`src/rtl/fp_sqrt_pkg.sv`:
```
// Shared types and constants for the fp32 square-root datapath.
// The sideband travels as an 11-bit vector {sign, cls, exp_res}; side_t
// gives the same bits named fields.
package fp_sqrt_pkg;

  localparam int SIDE_W      = 11;
  localparam int SIDE_SIGN   = 10;
  localparam int SIDE_CLS_LO = 8;
  localparam int SIDE_EXP_LO = 0;

  localparam logic [31:0] QNAN = 32'h7FC0_0000;
  localparam logic [31:0] PINF = 32'h7F80_0000;

  typedef enum logic [1:0] {
    CLS_NORM = 2'd0,
    CLS_ZERO = 2'd1,
    CLS_INF  = 2'd2,
    CLS_NAN  = 2'd3
  } cls_e;

  typedef struct packed {
    logic       sign;
    cls_e       cls;
    logic [7:0] exp_res;
  } side_t;

  typedef struct packed {
    logic        inv;
    logic [31:0] res;
  } pack_t;

  // Special-case priority matters: a negative NaN is still a quiet NaN
  // (no invalid flag), and -0 is a legal operand whose root is -0.
  function automatic pack_t pack_root(side_t s, logic [22:0] frac);
    pack_t p;
    p.inv = 1'b0;
    p.res = QNAN;
    if (s.cls == CLS_NAN) begin
      p.res = QNAN;
    end else if (s.sign && (s.cls != CLS_ZERO)) begin
      p.res = QNAN;
      p.inv = 1'b1;
    end else if (s.cls == CLS_ZERO) begin
      p.res = {s.sign, 31'b0};
    end else if (s.cls == CLS_INF) begin
      p.res = PINF;
    end else begin
      // Truncated root, hidden bit already dropped by the caller.
      p.res = {1'b0, s.exp_res, frac};
    end
    return p;
  endfunction

endpackage

```
`src/rtl/fp_fifo_sync.sv`:
```
// Synchronous FIFO with occupancy count. A push into a full FIFO is
// accepted only when a pop happens in the same cycle; otherwise it is
// dropped and reported on ovf. The head reads as zero while empty.
module fp_fifo_sync #(
  parameter int WIDTH = 33,
  parameter int DEPTH = 16
) (
  input  logic                     clk,
  input  logic                     rst,
  input  logic                     push,
  input  logic [WIDTH-1:0]         din,
  input  logic                     pop,
  output logic [WIDTH-1:0]         dout,
  output logic [$clog2(DEPTH):0]   count,
  output logic                     empty,
  output logic                     ovf
);

  localparam int AW = $clog2(DEPTH);
  localparam logic [AW:0]   CNT_FULL = (AW+1)'(DEPTH);
  localparam logic [AW:0]   CNT_ONE  = (AW+1)'(1);
  localparam logic [AW-1:0] PTR_ONE  = AW'(1);

  logic [WIDTH-1:0] mem [DEPTH];
  logic [AW-1:0]    wr_ptr, rd_ptr;
  logic             full, push_ok, pop_ok;

  assign full    = (count == CNT_FULL);
  assign empty   = (count == '0);
  assign pop_ok  = pop & ~empty;
  assign push_ok = push & (~full | pop_ok);
  assign ovf     = push & full & ~pop_ok;
  assign dout    = empty ? '0 : mem[rd_ptr];

  // Storage array; contents need no reset because the head is masked when empty.
  always_ff @(posedge clk) begin
    if (push_ok) mem[wr_ptr] <= din;
  end

  // Pointers wrap naturally since DEPTH is a power of two.
  always_ff @(posedge clk or posedge rst) begin
    if (rst) begin
      wr_ptr <= '0;
      rd_ptr <= '0;
    end else begin
      if (push_ok) wr_ptr <= wr_ptr + PTR_ONE;
      if (pop_ok)  rd_ptr <= rd_ptr + PTR_ONE;
    end
  end

  // Occupancy tracks accepted pushes and pops only.
  always_ff @(posedge clk or posedge rst) begin
    if (rst) begin
      count <= '0;
    end else begin
      case ({push_ok, pop_ok})
        2'b10:   count <= count + CNT_ONE;
        2'b01:   count <= count - CNT_ONE;
        default: count <= count;
      endcase
    end
  end

endmodule

```
`src/rtl/fp32_sqrt_post.sv`:
```
// Back end of the fp32 square-root datapath: delays each operand's
// sideband to line up with the integer root core, packs the result into
// IEEE-754 single format, queues it, and issues credits upstream so the
// queue can never be overrun by well-behaved issue logic.
module fp32_sqrt_post
  import fp_sqrt_pkg::*;
#(
  parameter int LATENCY = 8,
  parameter int DEPTH   = 16
) (
  input  logic        clk,
  input  logic        rst,
  input  logic        issue,
  input  logic [10:0] issue_side,
  input  logic [23:0] root,
  input  logic        root_vld,
  output logic        can_issue,
  output logic [31:0] res,
  output logic        res_inv,
  output logic        res_vld,
  input  logic        res_rdy,
  output logic        align_err,
  output logic        ovf_err
);

  localparam int CW = $clog2(DEPTH) + 1;
  localparam logic [CW-1:0] CNT_ONE = CW'(1);
  localparam logic [CW-1:0] CNT_MAX = '1;
  localparam logic [CW:0]   DEPTH_C = (CW+1)'(DEPTH);

  // Sideband delay line, one stage per core pipeline stage.
  logic [LATENCY-1:0]             vld_pipe;
  logic [LATENCY-1:0][SIDE_W-1:0] side_pipe;

  logic          head_vld;
  side_t         head_side;
  pack_t         pk;
  logic          push, pop;
  logic [32:0]   fifo_dout;
  logic [CW-1:0] fifo_count;
  logic          fifo_empty, fifo_ovf;
  logic [CW-1:0] inflight;
  logic          unused_hidden;

  // Shift the sideband every cycle; the core has en tied high so its
  // latency is fixed and the head lines up with root_vld.
  always_ff @(posedge clk or posedge rst) begin
    if (rst) begin
      vld_pipe  <= '0;
      side_pipe <= '0;
    end else begin
      vld_pipe[0]  <= issue;
      side_pipe[0] <= issue_side;
      for (int i = 1; i < LATENCY; i++) begin
        vld_pipe[i]  <= vld_pipe[i-1];
        side_pipe[i] <= side_pipe[i-1];
      end
    end
  end

  assign head_vld      = vld_pipe[LATENCY-1];
  assign head_side     = side_t'(side_pipe[LATENCY-1]);
  assign unused_hidden = root[23];
  assign pk            = pack_root(head_side, root[22:0]);

  // A root without matching sideband is never written.
  assign push = root_vld & head_vld;
  assign pop  = res_vld & res_rdy;

  fp_fifo_sync #(
    .WIDTH (33),
    .DEPTH (DEPTH)
  ) u_fifo (
    .clk   (clk),
    .rst   (rst),
    .push  (push),
    .din   ({pk.inv, pk.res}),
    .pop   (pop),
    .dout  (fifo_dout),
    .count (fifo_count),
    .empty (fifo_empty),
    .ovf   (fifo_ovf)
  );

  assign res     = fifo_dout[31:0];
  assign res_inv = fifo_dout[32];
  assign res_vld = ~fifo_empty;

  // Roots still inside the core; saturating so a stray root_vld after
  // reset cannot wrap the count and starve the credit.
  always_ff @(posedge clk or posedge rst) begin
    if (rst) begin
      inflight <= '0;
    end else begin
      case ({issue, root_vld})
        2'b10:   if (inflight != CNT_MAX) inflight <= inflight + CNT_ONE;
        2'b01:   if (inflight != '0)      inflight <= inflight - CNT_ONE;
        default: inflight <= inflight;
      endcase
    end
  end

  // Every in-flight root reserves a FIFO slot, so credit is granted only
  // while reserved plus occupied slots leave room for one more.
  assign can_issue = ({1'b0, fifo_count} + {1'b0, inflight}) < DEPTH_C;

  // Sticky error flags, cleared only by reset.
  always_ff @(posedge clk or posedge rst) begin
    if (rst) begin
      align_err <= 1'b0;
      ovf_err   <= 1'b0;
    end else begin
      if (root_vld && !head_vld) align_err <= 1'b1;
      if (fifo_ovf)              ovf_err   <= 1'b1;
    end
  end

endmodule

```
`config.mk`:
```
export PLATFORM = sky130hd
export DESIGN_NAME = fp32_sqrt_post
export DESIGN_NICKNAME = d
export VERILOG_FILES = /design/src/rtl/fp_sqrt_pkg.sv /design/src/rtl/fp_fifo_sync.sv /design/src/rtl/fp32_sqrt_post.sv
export SDC_FILE = /design/constraint.sdc
export NUM_CORES = 1
export LEC_CHECK = 0
export CORE_ASPECT_RATIO = 0.5
export CORE_MARGIN = 5
export CORE_UTILIZATION = 55
export CTS_BUF_LIST = sky130_fd_sc_hd__clkbuf_4 sky130_fd_sc_hd__clkbuf_8 sky130_fd_sc_hd__clkbuf_16
export DETAILED_ROUTE_END_ITERATION = 8
export GPL_ROUTABILITY_DRIVEN = 1
export PLACE_DENSITY_LB_ADDON = 0.15
export SLEW_MARGIN = 20
export SYNTH_ARGS = -nofsm -noshare
export SYNTH_HDL_FRONTEND = slang
export SYNTH_HIERARCHICAL = 1
export SYNTH_SLANG_ARGS = --single-unit
export TNS_END_PERCENT = 100
```
`constraint.sdc`:
```
create_clock -name clk -period 4.9 [get_ports clk]
set_input_delay 1.47 -clock clk [delete_from_list [all_inputs] [get_ports clk]]
set_output_delay 1.47 -clock clk [all_outputs]
set_load 0.005 [all_outputs]
```
==> reports/results.ini, run 1 <==
[worst_setup_path]
crit_path_end=res[5]
worstPathMaxFanout=26
rrSetupSlack_ps=1080
crit_type=flop to primary output
critPathLaunchType=flop
endpoint_kind=primary output
startpoint=u_fifo/rd_ptr[0]$_DFFE_PP0N_
r2r-end=u_fifo/count[3]$_DFFE_PP0P_
rr_worst_depth=12
crit_required_ps=3430
rr_startpoint=u_fifo/count[1]$_DFFE_PP0P_
arrival_ps=3200

[floorplan]
die_w_um=307
core_um2=43600
start_util=0.556
die_h_um=158
rows=54
ios=77
die-area_um2=48600

[synthesis]
synth_ff_type=edfxtp_1
synth_edf_count=528
synth_area_um2=24300
syn_nets=1151
synth_area_leader_cell=edfxtp_1
async_flop_share=0.180
ys_top_cells_by_area=edfxtp_1, mux4_2, dfrtp_1
yosysTopAreaCellShare=0.654
synth_warnings=6
syn_inst=1095
yosysSeqAreaShare=0.774
syn_avg_cell_area_um2=22.1
yosys_register_bits=644
synth.distinct_cells=51

[sta]
worst_pin_slew_ps=770
final.period_utilization=0.953
worst_slack_ps=230
max_freq_ghz=0.214
setup_violations=0
period_needed_ps=4670
skew_ps=14.6
rsz0062_at_grt=no
drv_slew=0
slew_headroom=0.482
finalHoldViolCount=0

[run_status]
status=complete, no violations

[cells_and_area]
fin_nets=1269
drive_above_1_share=0.265
syn2layout_area_growth_pct=15.1
antennaDiodeCount=0
fillers=2872

[cts]
clkLatencyLatePin_ps=580
numCtsBuffers=53
clk_pin_slew_ps=70
root_buffer=clkbuf_16
clock_path_buffers=3
htreeDepth=2
cts_tree=yes
clkSinkCount=644

[detailed_routing]
drc_errors=0
dr.pass1.iters=7
final_antenna_net_count=0
num_vias=11000
drt_iter0_drc=947
wl_per_cell_um=25.6
finalWirelength_mm=47.1
routed_via_density=5.99

[placed_design]
place_ws_ps=689
io_buffers=75
routabilityCongestion=0.801
hpwl_mm=24.0

[global_route]
grt_first_pass_wirelength_mm=71.5
grt_pass1_vias=11500
antenna_found_initial=0
grt_max_degree=95
grt-ovfl-total=0
grt.total_usage=0.199

[pwr]
ir_drop_uv=287
power_density_nw_per_um2=535
p_leak_uw=0.00937
total_power_uw=14900

[worst_hold_path]
hold_class=flop to flop
min_delay_path_depth=0

[job]
cap_violations=0

## cell usage in the layout, fill, tap and decap left out, drive strengths merged, types with 3 or more instances in the layout
| cell type | Yosys | final |
|---|---|---|
| mux2 | 3 | 3 |
| nor2b | 3 | 3 |
| dfrtp | 116 | 116 |
| nor3 | 4 | 4 |
| and3 | 4 | 4 |
| nand4 | 4 | 4 |
| o211a | 3 | 3 |
| mux4 | 165 | 165 |
| nand2b | 3 | 3 |
| buf | 29 | 45 |
| o21ai | 17 | 17 |
| nand3 | 5 | 5 |
| nor2 | 20 | 20 |
| and2 | 65 | 65 |
| a21oi | 7 | 7 |
| clkbuf | 28 | 69 |
| nor4 | 5 | 5 |
| nand2 | 17 | 17 |
| ha | 16 | 16 |
| xnor2 | 11 | 11 |
| clkinv | 1 | 21 |
| inv | 14 | 18 |
| clkdlybuf4s50 | 0 | 75 |
| edfxtp | 528 | 528 |
## report_power, final
part,internal [uW],switching (uW),leakage (uW)
clock,2290,1860,0.000872
combinational,2470,1810,0.00232
sequential,6260,254,0.00618
total,11000,3930,0.00937
## state kept, by name, summed over array words and instances (netlist names)
name           count
align_err          1
head_side         11
inflight           5
ovf_err            1
side_pipe         77
u_fifo/count       5
u_fifo/mem       528
u_fifo/rd_ptr      4
u_fifo/wr_ptr      4
vld_pipe           8
## repair_timing
| action | CTS | global route |
|---|---|---|
| gates resized for setup | 0 | 1 |
| hold buffers | 0 | 0 |
| endpoints found under the setup margin | 0 | 8 |
| setup buffers | 0 | 3 |
## cells in the mapped netlist, types with 2 or more instances
| cell | instances |
|---|---|
| a211oi_1 | 2 |
| a21o_1 | 2 |
| a21oi_1 | 6 |
| and2_1 | 65 |
| and3_1 | 3 |
| buf_1 | 8 |
| buf_2 | 11 |
| buf_6 | 9 |
| clkbuf_1 | 28 |
| dfrtp_1 | 116 |
| edfxtp_1 | 528 |
| ha_1 | 16 |
| inv_1 | 14 |
| mux2_2 | 3 |
| mux4_2 | 165 |
| nand2_1 | 17 |
| nand2b_1 | 3 |
| nand3_1 | 5 |
| nand4_1 | 4 |
| nor2_1 | 20 |
| nor2b_1 | 3 |
| nor3_1 | 4 |
| nor3b_1 | 2 |
| nor4_1 | 5 |
| o211a_1 | 3 |
| o21ai_0 | 16 |
| or2_2 | 2 |
| xnor2_1 | 11 |
| xor2_1 | 2 |
## cell families after synthesis
group	count (synthesis)	synth area share
flops	644	0.774
buf+inv	72	0.0147
compound gates	45	0.0127
mux	168	0.155
simple gates	137	0.0315
xor+xnor	13	0.00470
fa+ha+maj	16	0.00825
## layer usage
| layer | global-route usage | share of wire | up-vias |
|---|---|---|---|
| met3 | 0.0319 | 0.057 | 60 |
| li1 | - | - | 4673 |
| met2 | 0.323 | 0.48 | 339 |
| met5 | 0 | 0 | - |
| met4 | 0.0356 | 0.015 | 0 |
| met1 | 0.298 | 0.44 | 5957 |
## cell type report
type | count | area [um2] | area share
flip-flops and latches | 644 | 18800 | 0.672
repair buffers | 120 | 1420 | 0.0509
clock inverters | 27 | 204 | 0.00731
multi-input cells | 379 | 5210 | 0.187
inverters | 15 | 61.3 | 0.00220
well taps | 588 | 736 | 0.0264
clock buffers | 69 | 1510 | 0.0542
## worst min path at each step
| stage | from | end | slack (ps) |
|---|---|---|---|
| 3_5_place_dp | side_pipe[40]$_DFF_PP0_ | side_pipe[51]$_DFF_PP0_ | 340 |
| 5_1_grt | side_pipe[36]$_DFF_PP0_ | side_pipe[47]$_DFF_PP0_ | 350 |
| 3_3_place_gp | side_pipe[26]$_DFF_PP0_ | side_pipe[37]$_DFF_PP0_ | 330 |
| 2_1_floorplan | side_pipe[66]$_DFF_PP0_ | head_side[0]$_DFF_PP0_ | 330 |
| 4_1_cts | side_pipe[36]$_DFF_PP0_ | side_pipe[47]$_DFF_PP0_ | 340 |
| 6_report | side_pipe[58]$_DFF_PP0_ | side_pipe[69]$_DFF_PP0_ | 340 |
## critical path, cell delays in order (launching register included)
cell	delay (ps)
dfrtp_4	490
buf_12	210
buf_12	260
mux4_2	540
mux4_2	470
and2_1	170
clkdlybuf4s50_1	450
## metrics by stage
| step | instance area [um2] | instances | hold WS (ps) | setup TNS [ps] | utilization |
|---|---|---|---|---|---|
| finish | 27900 | 1842 | 343 | 0 | 0.641 |
| detailed placement | 26200 | 1743 | 336 | 0 | 0.600 |
| CTS | 27900 | 1839 | 339 | 0 | 0.640 |
| global route | 27900 | 1842 | 348 | 0 | 0.641 |
| global placement | 26200 | 1743 | 332 | 0 | 0.600 |
| floorplan | 24300 | 1095 | 331 | -93390 | - |
Note: power is estimated with default switching activity, not from simulation.
==> run 2, diff against run 1 <==
--- a/config.mk
+++ b/config.mk
@@ -5,9 +5,10 @@
 export SDC_FILE = /design/constraint.sdc
 export NUM_CORES = 1
 export LEC_CHECK = 0
+export ABC_CLOCK_PERIOD_IN_PS = 4900
 export CORE_ASPECT_RATIO = 0.5
 export CORE_MARGIN = 5
-export CORE_UTILIZATION = 55
+export CORE_UTILIZATION = 50
 export CTS_BUF_LIST = sky130_fd_sc_hd__clkbuf_4 sky130_fd_sc_hd__clkbuf_8 sky130_fd_sc_hd__clkbuf_16
 export DETAILED_ROUTE_END_ITERATION = 8
 export GPL_ROUTABILITY_DRIVEN = 1
==> reports/results.ini, run 2 (synthesis results as in run 1) <==
[sta]
final.period_utilization=0.967  ; was 0.953
rsz0062_at_grt=no  ; unchanged
slew_headroom=0.313  ; was 0.482
setup_violations=0  ; unchanged
finalHoldViolCount=0  ; unchanged
period_needed_ps=4740  ; was 4670 ps
holdWs_ps=343  ; about the same
worst_pin_slew_ps=1030  ; was 770 ps
skew_ps=17.9  ; was 14.6 ps
max_freq_ghz=0.211  ; was 0.214 GHz
drv_slew=0  ; unchanged
final.setup.tns_ps=0  ; unchanged

[job]
cap_violations=0  ; unchanged

[detailed_routing]
num_vias=11000  ; about the same
final_antenna_net_count=0  ; unchanged
wl_per_cell_um=25.1  ; was 25.6 um
drt_iter0_drc=890  ; was 947
routed_via_density=5.78  ; was 5.99
dr.pass1.iters=5  ; was 7
drc_errors=0  ; unchanged
finalWirelength_mm=47.9  ; was 47.1 mm

[pwr]
ir_drop_uv=269  ; was 287 uV
p_leak_uw=0.00939  ; was 0.00937 uW
power_density_nw_per_um2=537  ; was 535 nW/um2
total_power_uw=15100  ; was 14,900 uW

[global_route]
grt.total_usage=0.182  ; was 0.199
antenna_found_initial=0  ; unchanged
grt.busiest_layer=met2  ; unchanged
grtUsageMet2=0.299  ; was 0.323
met3_usage=0.0267  ; was 0.0319
grt_max_degree=83  ; was 95
grt-ovfl-total=0  ; unchanged
use_met1=0.271  ; was 0.298
grt_first_pass_wirelength_mm=72.9  ; was 71.5 mm
grt_pass1_vias=11600  ; was 11,500

[worst_setup_path]
crit_required_ps=3430  ; about the same
crit_type=flop to primary output  ; unchanged
rr_worst_depth=15  ; was 12
critical-path-max-stage-delay_ps=840  ; was 540 ps
critPathLaunchType=flop  ; unchanged
endpoint_kind=primary output  ; unchanged
cpMostUsedCell=mux4_2
critPathSlowestCell=dfrtp_4  ; was mux4_2
crit_chain=buf_4 > mux4_2 > mux4_2 > and2_1 > clkdlybuf4s50_1  ; was buf_12 > buf_12 > mux4_2 > mux4_2 > and2_1 > clkdlybuf4s50_1
worstPathMaxFanout=36  ; was 26
arrival_ps=3270  ; was 3200 ps

[cells_and_area]
largest-register=u_fifo/mem  ; unchanged
fin_util=0.582  ; was 0.641
syn2layout_area_growth_pct=15.6  ; was 15.1%
largest_reg_flops=528  ; unchanged
fillers=3467  ; was 2,872
layout.cells.non_filler=1906  ; was 1,842
fin_nets=1275  ; was 1,269
drive_above_1_share=0.264  ; was 0.265
final_cell_mix=edfxtp_1, mux4_2, dfrtp_1, clkdlybuf4s50_1, and2_1  ; unchanged
layout_commonest_cell=edfxtp_1  ; unchanged
antennaDiodeCount=0  ; unchanged

[cts]
numCtsBuffers=54  ; was 53
hold_buffers=0  ; unchanged
htreeDepth=2  ; unchanged
cts_tree=yes  ; unchanged
root_buffer=clkbuf_16  ; unchanged
clk_pin_slew_ps=70  ; about the same
clkSinkCount=644  ; unchanged
clock_path_buffers=3  ; unchanged
clkLatencyLatePin_ps=590  ; was 580 ps

[floorplan]
die_w_um=321  ; was 307 um
die_h_um=166  ; was 158 um
die-area_um2=53300  ; was 48,600 um2
core_um2=48200  ; was 43,600 um2
rows=57  ; was 54
start_util=0.503  ; was 0.556
ios=77  ; unchanged

[placed_design]
hpwl_mm=24.2  ; was 24.0 mm
dp_cells=1807  ; was 1,743
io_buffers=75  ; unchanged
routabilityCongestion=0.722  ; was 0.801

[worst_hold_path]
hold_class=flop to flop  ; unchanged
min_delay_path_depth=0  ; unchanged

[run_status]
status=complete, no violations  ; unchanged

## run 2: timing repair
| action | in CTS | in global routing |
|---|---|---|
| endpoints found under the setup margin | 0 | 3 |
| resized for setup | 0 | 0 |
| hold endpoints to repair | 0 | 0 |
| buffers inserted | 0 | 5 |
## run 2: path summary, 6_finish.rpt
check | start | endpoint | slack, ps
setup reg to reg | u_fifo/count[1]$_DFFE_PP0P_ | u_fifo/count[4]$_DFFE_PP0P_ | 1240
hold / removal | side_pipe[23]$_DFF_PP0_ | side_pipe[34]$_DFF_PP0_ | 340
hold reg to reg | side_pipe[23]$_DFF_PP0_ | side_pipe[34]$_DFF_PP0_ | 340
min in group asynchronous | rst | u_fifo/count[1]$_DFFE_PP0P_ | 1350
max in group asynchronous | rst | head_side[6]$_DFF_PP0_ | 2590
setup / recovery | u_fifo/rd_ptr[1]$_DFFE_PP0N_ | res[26] | 160
## run 2: layer usage
layer | part of all wire | vias up | wire (um)
met2 | 0.49 | 310 | 23500
met1 | 0.44 | 5972 | 21300
met4 | 0.013 | 0 | 629
met5 | 0 | - | 0
li1 | - | 4680 | -
met3 | 0.052 | 61 | 2510
## run 2: metrics by stage
| stage | area [um2] | worst slack, ps |
|---|---|---|
| floorplan | 24300 | -708 |
| global placement | 26300 | 702 |
| detailed placement | 26300 | 649 |
| CTS | 28000 | 13.1 |
| global route | 28000 | 40.3 |
| finish | 28000 | 161 |
## run 2: worst max-delay path: cells and delay by family, from the launching register on
family | cells | cell delay [ps]
buf+inv | 2 | 790
flops | 1 | 840
mux | 2 | 840
simple gates | 1 | 180
## run 2: layout make-up
class / count / area [um2] / share of cell area
Sequential cell: 644 / 18800 / 0.669
Multi-Input combinational cell: 379 / 5210 / 0.186
Clock buffer: 69 / 1510 / 0.0537
Timing Repair Buffer: 125 / 1460 / 0.0522
Tap cell: 649 / 812 / 0.0290
Clock inverter: 25 / 219 / 0.00781
Inverter: 15 / 58.8 / 0.00210
## run 2: power by group
part | total (uW) | internal (uW) | switching [uW]
clock | 4210 | 2330 | 1880
sequential | 6580 | 6260 | 322
combinational | 4270 | 2510 | 1760
total | 15100 | 11100 | 3950
==> run 3, diff against run 2 <==
--- a/config.mk
+++ b/config.mk
@@ -8,7 +8,7 @@
 export ABC_CLOCK_PERIOD_IN_PS = 4900
 export CORE_ASPECT_RATIO = 0.5
 export CORE_MARGIN = 5
-export CORE_UTILIZATION = 50
+export CORE_UTILIZATION = 55
 export CTS_BUF_LIST = sky130_fd_sc_hd__clkbuf_4 sky130_fd_sc_hd__clkbuf_8 sky130_fd_sc_hd__clkbuf_16
 export DETAILED_ROUTE_END_ITERATION = 8
 export GPL_ROUTABILITY_DRIVEN = 1
==> results of run 3 <==
The final DEF is identical to that of run 1; final timing and power are the same.
